[src/rtl/parking_occupancy_counter.sv]
`default_nettype none
// ============================================================================
// parking_occupancy_counter : tracks live lot occupancy from enter/exit pulses
// Revision 1.0 - initial release
// ============================================================================
module parking_occupancy_counter #(
  parameter int CAPACITY = 25,
  parameter int TOTAL_W  = 16,
  parameter int CNT_W    = $clog2(CAPACITY + 1)
) (
  input  logic               clk,
  input  logic               reset,
  input  logic               enter,
  input  logic               exit,
  input  logic               clear,
  output logic [CNT_W-1:0]   count,
  output logic               full,
  output logic               empty,
  output logic               overflow_err,
  output logic               underflow_err,
  output logic [TOTAL_W-1:0] total_entered,
  output logic [CNT_W-1:0]   peak
);

  typedef enum logic [1:0] {
    ST_EMPTY   = 2'd0,
    ST_PARTIAL = 2'd1,
    ST_FULL    = 2'd2
  } state_t;

  localparam logic [CNT_W-1:0] c_capacity = CNT_W'(CAPACITY);
  localparam logic [CNT_W-1:0] c_one      = CNT_W'(1);

  state_t             r_state, w_state;
  logic [CNT_W-1:0]   r_count, w_count;
  logic [CNT_W-1:0]   r_peak, w_peak;
  logic [TOTAL_W-1:0] r_total, w_total;
  logic               r_ovf, w_ovf;
  logic               r_unf, w_unf;
  logic [CNT_W-1:0]   w_inc, w_dec;

  always_ff @(posedge clk or posedge reset) begin
    if (reset) begin
      r_state <= ST_EMPTY;
      r_count <= '0;
      r_peak  <= '0;
      r_total <= '0;
      r_ovf   <= 1'b0;
      r_unf   <= 1'b0;
    end else begin
      r_state <= w_state;
      r_count <= w_count;
      r_peak  <= w_peak;
      r_total <= w_total;
      r_ovf   <= w_ovf;
      r_unf   <= w_unf;
    end
  end

  // Increment/decrement are only used from states where they cannot wrap.
  assign w_inc = r_count + c_one;
  assign w_dec = r_count - c_one;

  always_comb begin
    w_state = r_state;
    w_count = r_count;
    w_peak  = r_peak;
    w_total = r_total;
    w_ovf   = r_ovf;
    w_unf   = r_unf;
    if (clear) begin
      w_state = ST_EMPTY;
      w_count = '0;
      w_peak  = '0;
      w_total = '0;
      w_ovf   = 1'b0;
      w_unf   = 1'b0;
    end else begin
      if (enter && !exit) begin
        if (r_state == ST_FULL) begin
          w_ovf = 1'b1;
        end else begin
          w_count = w_inc;
          w_total = r_total + TOTAL_W'(1);
          w_state = (w_inc == c_capacity) ? ST_FULL : ST_PARTIAL;
        end
      end else if (exit && !enter) begin
        if (r_state == ST_EMPTY) begin
          w_unf = 1'b1;
        end else begin
          w_count = w_dec;
          w_state = (w_dec == '0) ? ST_EMPTY : ST_PARTIAL;
        end
      end else if (enter && exit) begin
        // Simultaneous pulses: one car in, one out; net occupancy unchanged.
        w_total = r_total + TOTAL_W'(1);
      end
      if (w_count > r_peak) begin
        w_peak = w_count;
      end
    end
  end

  assign count         = r_count;
  assign full          = (r_state == ST_FULL);
  assign empty         = (r_state == ST_EMPTY);
  assign overflow_err  = r_ovf;
  assign underflow_err = r_unf;
  assign total_entered = r_total;
  assign peak          = r_peak;

endmodule
`default_nettype wire

[config.mk]
export PLATFORM = sky130hd
export DESIGN_NAME = parking_occupancy_counter
export DESIGN_NICKNAME = d
export VERILOG_FILES = /design/src/rtl/parking_occupancy_counter.sv
export SDC_FILE = /design/constraint.sdc
export NUM_CORES = 1
export LEC_CHECK = 0
export ABC_AREA = 1
export BUFFER_PORTS_ARGS = -buffer_cell sky130_fd_sc_hd__buf_2
export CAP_MARGIN = 20
export CORE_ASPECT_RATIO = 0.5
export CORE_MARGIN = 2
export CORE_UTILIZATION = 40
export CTS_BUF_LIST = sky130_fd_sc_hd__clkbuf_2
export CTS_CLUSTER_DIAMETER = 120
export CTS_CLUSTER_SIZE = 28
export DETAILED_ROUTE_END_ITERATION = 6
export PLACE_DENSITY = 0.58
export SYNTH_ARGS = -nofsm -noshare
export SYNTH_HDL_FRONTEND = slang
export SYNTH_SLANG_ARGS = --single-unit
[constraint.sdc]
create_clock -name clk -period 3 [get_ports clk]
set_input_delay 0.6 -clock clk [delete_from_list [all_inputs] [get_ports clk]]
set_output_delay 0.6 -clock clk [all_outputs]
set_load 0.005 [all_outputs]
; After elaboration in Yosys (flattened, before gate mapping)
; Cells that the tools add are included.
[word_totals]
regBits = 30
input_bits = 5
[op_classes]
n_reduce_logical = 18
muxes = 27
n_eq_ne = 6
n_lt_le_gt_ge = 1
addsub = 3
[ops]
columns = operator, count
row1 = 2-to-1 mux 16 bit, 5
row2 = 2-to-1 mux 5 bit, 8
row3 = adder 16 x 1 -> 16 bit (second input constant), 1
row4 = 2-to-1 mux 2 bit, 6
row5 = nonzero test 2 bit, 5
row6 = AND reduction 3 bit, 3
row7 = 2-to-1 mux 1 bit, 8
row8 = inequality test 3 bit (second input constant), 2
row9 = nonzero test 3 bit, 2
row10 = adder 5 x 1 -> 5 bit (second input constant), 1
row11 = equality test 5 bit (second input constant), 1
row12 = greater-than comparator 5 bit, 1
row13 = zero test 5 bit, 1
row14 = subtractor 5 x 1 -> 5 bit (second input constant), 1
row15 = logical AND 1 bit, 3
row16 = inequality test 3 x 2 -> 1 bit (second input constant), 1
row17 = equality test 2 bit (second input constant), 1
row18 = zero test 1 bit, 2
row19 = zero test 2 bit, 1
row20 = inequality test 2 bit (second input constant), 1
row21 = AND reduction 2 bit, 1

; Logic depth before layout (Yosys ltp)
[depth]
depth_word = 8
depth_mapped = 18
depth_no_buf = 18

; Least setup slack after synthesis
; No wires, ideal clock.
[synth_path]
path_type = reg2reg
start = register r_count[0], in the netlist count[0]
end = register r_peak[3], in the netlist peak[3]
path_stages_with_launch = 15
required_ns = 2.882
arrival_time_ns = 2.166
path_buffers = 0
period_less_slack_ns = 2.284
path_slack_ns = 0.716
cell_sequence = dfrtp_1 > inv_1 > ha_1 > xor2_1 > nand2_1 > nand3_1 > and2_1 > ha_1 > nand2_1 > nor3_1 > nor2_1 > nor2_1 > nor2_1 > nand2_1 > nand2_1
[synth_via]
elab_chain_len = 7
elab_cells_between_ends = 11
cone_classes = add/sub: 2 / order compare: 1 / mux: 7 / reduce/logical: 1
[synth_lines]
columns = element, line
row1 = start: declaration, 35  ; logic [CNT_W-1:0] r_count, w_count;
row2 = start signal: assignment, 52  ; r_count <= w_count;
row3 = subtractor 5 x 1 -> 5 bit, 62  ; assign w_dec = r_count - c_one;
row4 = 2-to-1 mux 5 bit, 88  ; if (r_state == ST_EMPTY) begin
row5 = 2-to-1 mux 5 bit, 87  ; end else if (exit && !enter) begin
row6 = 2-to-1 mux 5 bit (*), 79  ; if (enter && !exit) begin
row7 = 2-to-1 mux 5 bit (*), 71  ; if (clear) begin
row8 = greater-than comparator 5 bit or 2-to-1 mux 5 bit (tied branches), 98  ; if (w_count > r_peak) begin
row9 = nonzero test 2 bit (no source line) or 2-to-1 mux 5 bit (tied branches), n/a
row10 = end signal: assignment, 53  ; r_peak <= w_peak;
row11 = end: declaration, 36  ; logic [CNT_W-1:0] r_peak, w_peak;
; Every way passes the cells marked *; elsewhere a longest branch is shown, timed or not. The select of a mux whose other input is x is not followed.
; A chain may end at the register's enable or synchronous reset.

; Worst setup path after layout
; Ends and elaborated chain as after synthesis.

==> summary.md <==
| Metric | Value |
|---|---|
| Post-Synthesis Cell Area | `2100 um^2` |
| Hold_buf cts | `0` |
| DP Wirelength | `3.87 mm` |
| Top Ports | `35` |
| Total Wirelength | `5.23 mm` |
| Vias per inst | `5.00` |
| Commonest cells after routing, fill and taps aside | `nand2_1 (76), inv_1 (39), nor2_1 (38), buf_2 (34), dfrtp_1 (30)` |
| Die Span X | `106 um` |
| Final Hold Vio Count | `0` |
| Placed insts | `397` |
| Wire length per cell | `12.9 um` |
| Most frequent CP cell | `nand2_1` |
| Max-cap check violation count | `0` |
| Layout Nets | `348` |
| TNS Setup | `0 ns` |
| H-tree depth | `2` |
| Die area | `5880 um^2` |
| Post-route cell area | `2370 um^2` |
| Yosys warning count | `0` |
| Largest net degree at the start of global routing | `31` |
| Syn_area_per_cell | `7.07 um^2` |
| Final ANT Viol Nets | `0` |
| Worst path cell trace | `inv_1 > ha_1 > xor2_1 > nand2_1 > nand3_1 > and2_1 > ha_1 > nand2_1 > nor3_1 > nor2_1 > nor2_1 > nor2_1 > nand2_1 > nand2_1` |
| Post CTS Setup Buffer Count | `0` |
| Hold Path Class | `in2async` |
| Die Ht | `55.2 um` |
| Critical path's slowest cell | `dfrtp_1` |
| Cell family with most CP delay | `simple AND/OR/NAND/NOR gates` |
| Synth top area cells | `dfrtp_1 (36%), nand2_1 (14%), inv_1 (7.0%)` |
| CP peak stage delay | `0.49 ns` |
| Lkg Pwr | `0.00125 uW` |
| First-pass GRT wire length | `9.00 mm` |
| Share of cells above drive strength 1 | `0.200` |
| Antenna Cells | `0` |
| Max Slew Vio Count | `0` |
| Achievable Freq | `374 MHz` |
| Post-DP Area | `2330 um^2` |
| Clock transition at path regs | `0.19 ns` |
| Detailed router's first-iteration violation count | `98` |
| Tmin final | `2.67 ns` |
| WS Path Type | `reg2reg` |
| Number of gates resized after CTS | `0` |
| Final Skew | `0.0239 ns` |
| Mapped Cells | `297` |
| Layout area overhead | `13.0%` |
| CTS tree | `done` |
| GRT overflow | `0` |
| Slew HR | `0.596` |
| RePlAce Congestion | `0.826` |
| Non-Filler Instances | `405` |
| # setup viols final | `0` |
| Least-Margin Pin Slew | `0.606 ns` |
| GR Util All Layers | `0.194` |
| Period utilization | `0.891` |
| WP data required | `3.30 ns` |
| Initial core utilization | `0.420` |
| IO buf count | `34` |
| CP startpoint kind | `flip-flop` |
| Post-synthesis register bit count | `30` |
| Initial antenna violation count | `0` |
| Post-synth top area share | `0.357` |
| Dominant cell type by area after synthesis | `dfrtp_1` |
| Clk_lat worst skew | `0.40 ns` |
| First drt pass iteration count | `4` |
| # DRC | `0` |
| Worst Path Max Fanout | `6` |
| Root buffer cell | `clkbuf_2` |
| CTS Buffer Depth | `2` |
| Commonest non-fill, non-tap cell in the layout | `nand2_1` |
| Core area | `5000 um^2` |
| Crit end category | `flip-flop` |
| FP Rows | `18` |
| Arrival time worst endpoint | `2.98 ns` |
| Vias in the first global route | `1951` |
| Worst vdd ir | `186 uV` |
| Mapped Nets | `311` |
| Cell variety after synth | `29` |
| Clk sinks | `30` |
| Cell Pwr Density | `393 nW/um^2` |
| Vias post-DR | `2023` |
| WP buf/inv | `1` |
| Outcome | `finished, final reports clean` |
| Number of buffers created by CTS | `5` |
| Seq/Total Area, Yosys | `0.357` |
| RSZ-0062 raised after global routing | `false` |
metal layers:
metal | GRT usage | vias up | part of all wire
met1 | 0.259 | 926 | 0.49
met4 | 0.0835 | 0 | 0.015
li1 | - | 1032 | -
met5 | 0 | - | 0
met2 | 0.298 | 56 | 0.44
met3 | 0.0508 | 9 | 0.054
state kept, by name (all words and copies together) (netlist names):
| register | count |
|---|---|
| r_state | 2 |
| overflow_err | 1 |
| count | 5 |
| underflow_err | 1 |
| total_entered | 16 |
| peak | 5 |
path summary, 6_finish.rpt:
kind                              startpoint                 to  slack [ns]  depth (start not counted)
min in group clk                overflow_err       overflow_err        0.53                          2
worst max register to register      count[0]            peak[3]        0.33                         14
worst max-delay path                count[0]            peak[3]        0.33                         14
worst min-delay path                   reset           count[1]        0.25                          3
worst min register to register  overflow_err       overflow_err        0.53                          2
max in group asynchronous              reset  total_entered[13]        2.43                          3
worst register-to-register path: stages, from the launching register on:
cell     delay [ns]
dfrtp_1        0.49
inv_1          0.15
ha_1           0.28
xor2_1         0.17
nand2_1        0.09
nand3_1        0.09
and2_1         0.16
ha_1           0.30
nand2_1        0.08
nor3_1         0.25
nor2_1         0.08
nor2_1         0.22
nor2_1         0.11
nand2_1        0.07
nand2_1        0.05
Yosys cell counts:
cell      number
o21ai_2        7
o21ai_0        6
dfrtp_1       30
inv_6          1
o21ai_1        1
nand2_2        4
a22oi_1        1
a21oi_1       10
xor2_2         1
nand4_2        1
nand4_1       17
buf_6          1
xor2_1         2
nor2_1        38
buf_2          4
nand2_1       76
o21bai_1       4
xnor2_1        1
inv_2          3
and2_1         2
inv_1         39
nor2_2         3
nor2_4         2
ha_1           9
nand2_4        2
buf_4          1
nand3_1       27
o31ai_1        1
nor3_1         3
layout make-up:
cell class	instances	area (um^2)
Clock buffer	6	30.0
Clock inverter	2	8.76
Fill cell	527	2630
Inverter	43	166
Multi-Input combinational cell	218	1140
Sequential cell	30	751
Tap cell	70	87.6
Timing Repair Buffer	36	185
report_power, final:
group	internal (uW)	switching (uW)
registers	429	30.9
clock network	57.2	158
logic	92.3	165
cell families after synthesis:
kind of cell    count (synthesis)  share of synthesized area
simple gates                  175                      0.380
buf+inv                        49                     0.0977
compound gates                 30                     0.0911
flops                          30                      0.357
fa+ha+maj                       9                     0.0536
xor+xnor                        4                     0.0203
stage by stage:
stage	utilization	setup slack, ns	hold slack [ns]	power, uW
2_1_floorplan	-	0.716	0.486	646
3_3_place_gp	0.467	0.412	0.500	716
3_5_place_dp	0.467	0.321	0.498	725
4_1_cts	0.475	0.326	0.260	941
5_1_grt	0.475	0.0655	0.261	1010
6_report	0.475	0.328	0.255	933
(Power assumes the default switching activity.)
